$ cat config.mk
export PLATFORM = sky130hd
export DESIGN_NAME = pipe_stage_elastic
export DESIGN_NICKNAME = d
export VERILOG_FILES = /design/src/rtl/pipe_stage_elastic.sv
export SDC_FILE = /design/constraint.sdc
export NUM_CORES = 1
export LEC_CHECK = 0
export CAP_MARGIN = 20
export CORE_MARGIN = 5
export CORE_UTILIZATION = 45
export CTS_CLUSTER_DIAMETER = 30
export CTS_CLUSTER_SIZE = 28
export DETAILED_ROUTE_END_ITERATION = 8
export PLACE_DENSITY = 0.76
export REMOVE_ABC_BUFFERS = 1
export SETUP_SLACK_MARGIN = 0.4
export SYNTH_ARGS = -nofsm -noshare
export SYNTH_HDL_FRONTEND = slang
export SYNTH_SLANG_ARGS = --single-unit
$ cat constraint.sdc
create_clock -name CLK -period 4.7 [get_ports CLK]
set_input_delay 1.41 -clock CLK [delete_from_list [all_inputs] [get_ports CLK]]
set_output_delay 1.41 -clock CLK [all_outputs]
set_load 0.1 [all_outputs]
$ cat src/rtl/pipe_stage_elastic.sv
// pipe_stage_elastic
//   Elastic pipeline-stage register with a valid/ready handshake. It is used as
//   the IF/ID, ID/EX, EX/MEM and MEM/WB stage register. With SKID=1 it holds up
//   to two entries, and in_ready comes from a register. With SKID=0 it holds a
//   single entry, and in_ready = !out_valid | out_ready.
//
//   Handshake: a transfer happens on a rising CLK edge when valid and ready are
//   both high on that side (push = in_valid & in_ready, pop = out_valid &
//   out_ready). The producer must hold valid/ctrl/data stable until it sees
//   ready. Entries leave in strict FIFO order.
//
// Ports
//   CLK        in   clock, rising edge
//   nRST       in   synchronous active-low reset
//   flush      in   kill all held entries at this edge (a same-cycle push is dropped)
//   in_valid   in   upstream entry valid
//   in_ready   out  stage accepts this cycle
//   in_ctrl    in   control field, CTRL_W bits
//   in_data    in   data field, DATA_W bits
//   out_valid  out  head entry valid
//   out_ready  in   downstream accepts this cycle
//   out_ctrl   out  head control field, forced to 0 when out_valid=0
//   out_data   out  head data field
//   occupancy  out  entries held (0..2); this is also the FSM state encoding
//   bp_cnt     out  saturating count of cycles with out_valid & !out_ready

module pipe_stage_elastic #(
  parameter int CTRL_W = 8,
  parameter int DATA_W = 128,
  parameter int SKID   = 1,
  parameter int CNT_W  = 16
) (
  input  logic              CLK,
  input  logic              nRST,
  input  logic              flush,
  input  logic              in_valid,
  output logic              in_ready,
  input  logic [CTRL_W-1:0] in_ctrl,
  input  logic [DATA_W-1:0] in_data,
  output logic              out_valid,
  input  logic              out_ready,
  output logic [CTRL_W-1:0] out_ctrl,
  output logic [DATA_W-1:0] out_data,
  output logic [1:0]        occupancy,
  output logic [CNT_W-1:0]  bp_cnt
);

  // The encoding equals the number of held entries. This lets occupancy
  // expose the FSM state directly.
  typedef enum logic [1:0] {
    ST_EMPTY = 2'd0,
    ST_ONE   = 2'd1,
    ST_FULL  = 2'd2
  } state_e;

  localparam logic [CNT_W-1:0] BP_MAX = '1;

  state_e              state_q, state_d;
  logic [CTRL_W-1:0]   main_ctrl_q, main_ctrl_d;
  logic [DATA_W-1:0]   main_data_q, main_data_d;
  logic [CTRL_W-1:0]   skid_ctrl_q, skid_ctrl_d;
  logic [DATA_W-1:0]   skid_data_q, skid_data_d;
  logic                in_ready_q, in_ready_d;
  logic [CNT_W-1:0]    bp_cnt_q, bp_cnt_d;
  logic                push, pop;

  assign out_valid = (state_q != ST_EMPTY);
  // With SKID=1, in_ready comes only from a register. This breaks the
  // combinational path from out_ready to upstream.
  assign in_ready  = (SKID != 0) ? in_ready_q : (!out_valid || out_ready);
  assign push      = in_valid && in_ready;
  assign pop       = out_valid && out_ready;

  assign out_ctrl  = out_valid ? main_ctrl_q : '0;
  assign out_data  = main_data_q;
  assign occupancy = state_q;
  assign bp_cnt    = bp_cnt_q;

  always_comb begin
    state_d     = state_q;
    main_ctrl_d = main_ctrl_q;
    main_data_d = main_data_q;
    skid_ctrl_d = skid_ctrl_q;
    skid_data_d = skid_data_q;

    unique case (state_q)
      ST_EMPTY: begin
        if (push) begin
          main_ctrl_d = in_ctrl;
          main_data_d = in_data;
          state_d     = ST_ONE;
        end
      end
      ST_ONE: begin
        if (push && pop) begin
          main_ctrl_d = in_ctrl;
          main_data_d = in_data;
        end else if (push) begin
          // Only reachable with SKID=1. With SKID=0, in_ready implies pop
          // when the stage is occupied.
          skid_ctrl_d = in_ctrl;
          skid_data_d = in_data;
          state_d     = ST_FULL;
        end else if (pop) begin
          state_d     = ST_EMPTY;
        end
      end
      ST_FULL: begin
        if (pop) begin
          main_ctrl_d = skid_ctrl_q;
          main_data_d = skid_data_q;
          state_d     = ST_ONE;
        end
      end
      default: state_d = ST_EMPTY;
    endcase

    // Flush: every entry becomes a bubble with zero ctrl. Data registers keep
    // their old contents, so any same-cycle push is dropped.
    if (flush) begin
      state_d     = ST_EMPTY;
      main_ctrl_d = '0;
      skid_ctrl_d = '0;
      main_data_d = main_data_q;
      skid_data_d = skid_data_q;
    end
  end

  always_comb begin
    in_ready_d = (state_d != ST_FULL);
    bp_cnt_d   = bp_cnt_q;
    if (out_valid && !out_ready && (bp_cnt_q != BP_MAX)) begin
      bp_cnt_d = bp_cnt_q + CNT_W'(1);
    end
  end

  always_ff @(posedge CLK) begin
    if (!nRST) begin
      state_q     <= ST_EMPTY;
      main_ctrl_q <= '0;
      main_data_q <= '0;
      skid_ctrl_q <= '0;
      skid_data_q <= '0;
      in_ready_q  <= 1'b1;
      bp_cnt_q    <= '0;
    end else begin
      state_q     <= state_d;
      main_ctrl_q <= main_ctrl_d;
      main_data_q <= main_data_d;
      skid_ctrl_q <= skid_ctrl_d;
      skid_data_q <= skid_data_d;
      in_ready_q  <= in_ready_d;
      bp_cnt_q    <= bp_cnt_d;
    end
  end

endmodule
==> impl_metrics.py <==
metrics = {
    "outcome": {
        "status": "finished clean",
    },
    "global_route": {
        "overflow": 0,
        "antenna_found_initial": 2,
        "grt_pass1_wl_mm": 55.4,
        "first_global_vias": 10700,
        "grt_max_degree": 149,
        "grt_usage_pct": 21.0,
    },
    "logic_synthesis": {
        "post-synth-top-area-cell": "dfxtp_1",
        "synth_xor_area_share_pct": 0,
        "synth_area_per_cell_um2": 9.43,
        "synth-seq-cells": 291,
        "ys_seq_area_share_pct": 46.0,
        "ys.warnings.count": 0,
        "synthAdderAreaFrac_pct": 0.0988,
        "synthArstFlopShare_pct": 0,
        "synthTopCellsByArea": "dfxtp_1, mux2i_1, a21oi_1, a311oi_2, nand2_1",
        "synth_edf_count": 0,
        "synth_simple_gate_area_share_pct": 11.3,
        "syn_area_um2": 12700,
        "synthCells": 1343,
        "synth_mux_area_share_pct": 12.1,
        "synth_cell_types": 50,
        "synth_top_family_by_area": "compound AO/OA/AOI/OAI gates",
        "synth_compound_area_share_pct": 24.8,
        "synthFlopType": "dfxtp_1",
        "yosysTopAreaCellShare_pct": 46.0,
    },
    "routing": {
        "wl_mm": 35.0,
        "dr.pass1.iters": 5,
        "vias": 11000,
        "ant_nets": 0,
        "wl_per_cell_um": 17.4,
        "drtIter0Drc": 722,
        "routed_via_density": 5.47,
        "drc": 0,
    },
    "sta": {
        "whs_ns": 0.449,
        "rsz0062_at_grt": "no",
        "finalMaxSlewViolations": 0,
        "min_period_ns": 4.06,
        "hold_violations": 0,
        "setup_viol": 0,
        "worstMarginPinSlew_ns": 1.07,
        "fmax_mhz": 246,
        "relSlewSlack_pct": 28.4,
        "post-route-period-util_pct": 86.4,
        "fin_skew_ns": 0.0190,
    },
    "clock_tree": {
        "post_cts_resized": 0,
        "clock-sinks": 291,
        "clk_latency_ns": 0.57,
        "cts_max_level": 2,
        "clockBufferDepth": 3,
        "cts_tree": "built",
        "clk_pin_slew_ns": 0.04,
        "cts_hold_buf": 0,
        "cts_made_buffers": 60,
        "root_buffer": "clkbuf_16",
        "cts_setup_buffers": 0,
    },
    "final_layout": {
        "drive_gt1_share_pct": 13.9,
        "areaGrowthSynthToFinish_pct": 41.1,
        "nets": 1729,
        "final_common_cell": "dfxtp_1",
        "design_area_um2": 17900,
        "final_cell_mix": "dfxtp_1, clkdlybuf4s50_1, nand2_1",
    },
    "power_and_ir_drop": {
        "peakVddDrop_v": 0.000297,
        "p_leak_nw": 6.98,
        "p_per_area_nw_per_um2": 464,
    },
    "die": {
        "die_width_um": 178,
        "pin_count": 297,
        "start_util_pct": 45.6,
        "placeableCoreArea_um2": 27800,
        "die_h_um": 178,
        "dieArea_um2": 31600,
        "num_rows": 61,
    },
    "worst_setup_path": {
        "end_kind": "output pin",
        "worstPathArrival_ns": 2.65,
        "path_max_fanout": 11,
        "cp.required_ns": 3.29,
        "path_class": "reg -> out",
        "critPathLaunchType": "flop",
    },
    "job": {
        "maxCapViolCount": 0,
    },
    "placement": {
        "place_area_um2": 15700,
        "place_congestion": 0.852,
        "dp_hpwl_mm": 21.3,
        "port_buffers": 296,
    },
    "min_path": {
        "hold_class": "reg -> reg",
    },
}
metal layers:
layer | track usage [%] | part of all wire, % | wire (µm)
met1 | 27.2 | 43 | 14900
met2 | 33.7 | 47 | 16400
met3 | 6.37 | 8.3 | 2900
met4 | 6.57 | 2.4 | 841
met5 | 0 | 0 | 0
Yosys cell counts (2+ instances only):
cell and instances:
a211oi_1 8, a21oi_1 264, a311oi_1 48, a311oi_2 80, a31oi_1 2, and4_1 2
buf_2 46, buf_4 16, buf_6 7, clkbuf_1 61, clkbuf_4 6, dfxtp_1 291
inv_1 2, mux2i_1 153, nand2_1 276, nand2b_1 7, nand3_1 6, nand4_1 2
nand4b_1 3, nor2_1 20, nor2b_1 8, nor4_1 2, o21ai_0 2, o21ai_1 2
o21bai_1 2, or3_1 3
per-stage QoR:
stage | worst slack (ns) | std cells | total power, W | TNS (ns) | utilization, %
2_1_floorplan | -6.38 | 1207 | 0.00359 | -1373.82 | -
3_3_place_gp | 1.20 | 1903 | 0.00397 | 0 | 56.5
3_5_place_dp | 1.13 | 1903 | 0.00398 | 0 | 56.5
4_1_cts | 0.626 | 2013 | 0.00838 | 0 | 64.3
5_1_grt | 0.500 | 2015 | 0.00859 | 0 | 64.3
6_report | 0.641 | 2017 | 0.00830 | 0 | 64.3
worst paths after layout:
kind                            cells after the start                    startpoint                      endpoint  slack [ns]
worst max-delay path                                3       occupancy[1]$_SDFF_PN0_                     out_valid        0.64
worst min-delay path                                2  skid_data_q[28]$_SDFFE_PN0P_  skid_data_q[28]$_SDFFE_PN0P_        0.45
worst max register to register                      4       occupancy[0]$_SDFF_PN0_      out_data[7]$_SDFFE_PN0P_        2.32
worst min register to register                      2  skid_data_q[28]$_SDFFE_PN0P_  skid_data_q[28]$_SDFFE_PN0P_        0.45
worst max-delay path, cell delays in order, from the launching register on:
cell	delay, ns
dfxtp_1	0.61
nor2_1	0.26
inv_1	0.09
clkdlybuf4s50_1	1.13
cell type report:
class                      count  area (µm²)
antenna                        4        10.0
clock buffer                  73        1650
clock inverter                37         504
fill                        2202        9910
inverter                       4        30.0
multi-input combinational    912        6150
sequential                   291        5830
tap                          378         473
timing repair buffer         318        3230
cell families after synthesis:
| kind of cell | Yosys count |
|---|---|
| AO/OA/AOI/OAI | 417 |
| flip-flops | 291 |
| buffers and inverters | 140 |
| multiplexers | 153 |
| AND/OR/NAND/NOR | 341 |
| adder cells (fa/ha/maj) | 1 |
where the power goes:
part | internal [W] | switching [W]
Combinational | 0.000384 | 0.000931
Clock | 0.00298 | 0.00137
Sequential | 0.00257 | 0.0000582
registers in the layout, summed over array words and instances (netlist names):
register,count
occupancy,2
out_data,128
bp_cnt,16
skid_ctrl_q,8
skid_data_q,128
in_ready,1
main_ctrl_q,8
Note: power is estimated with default switching activity, not from simulation.
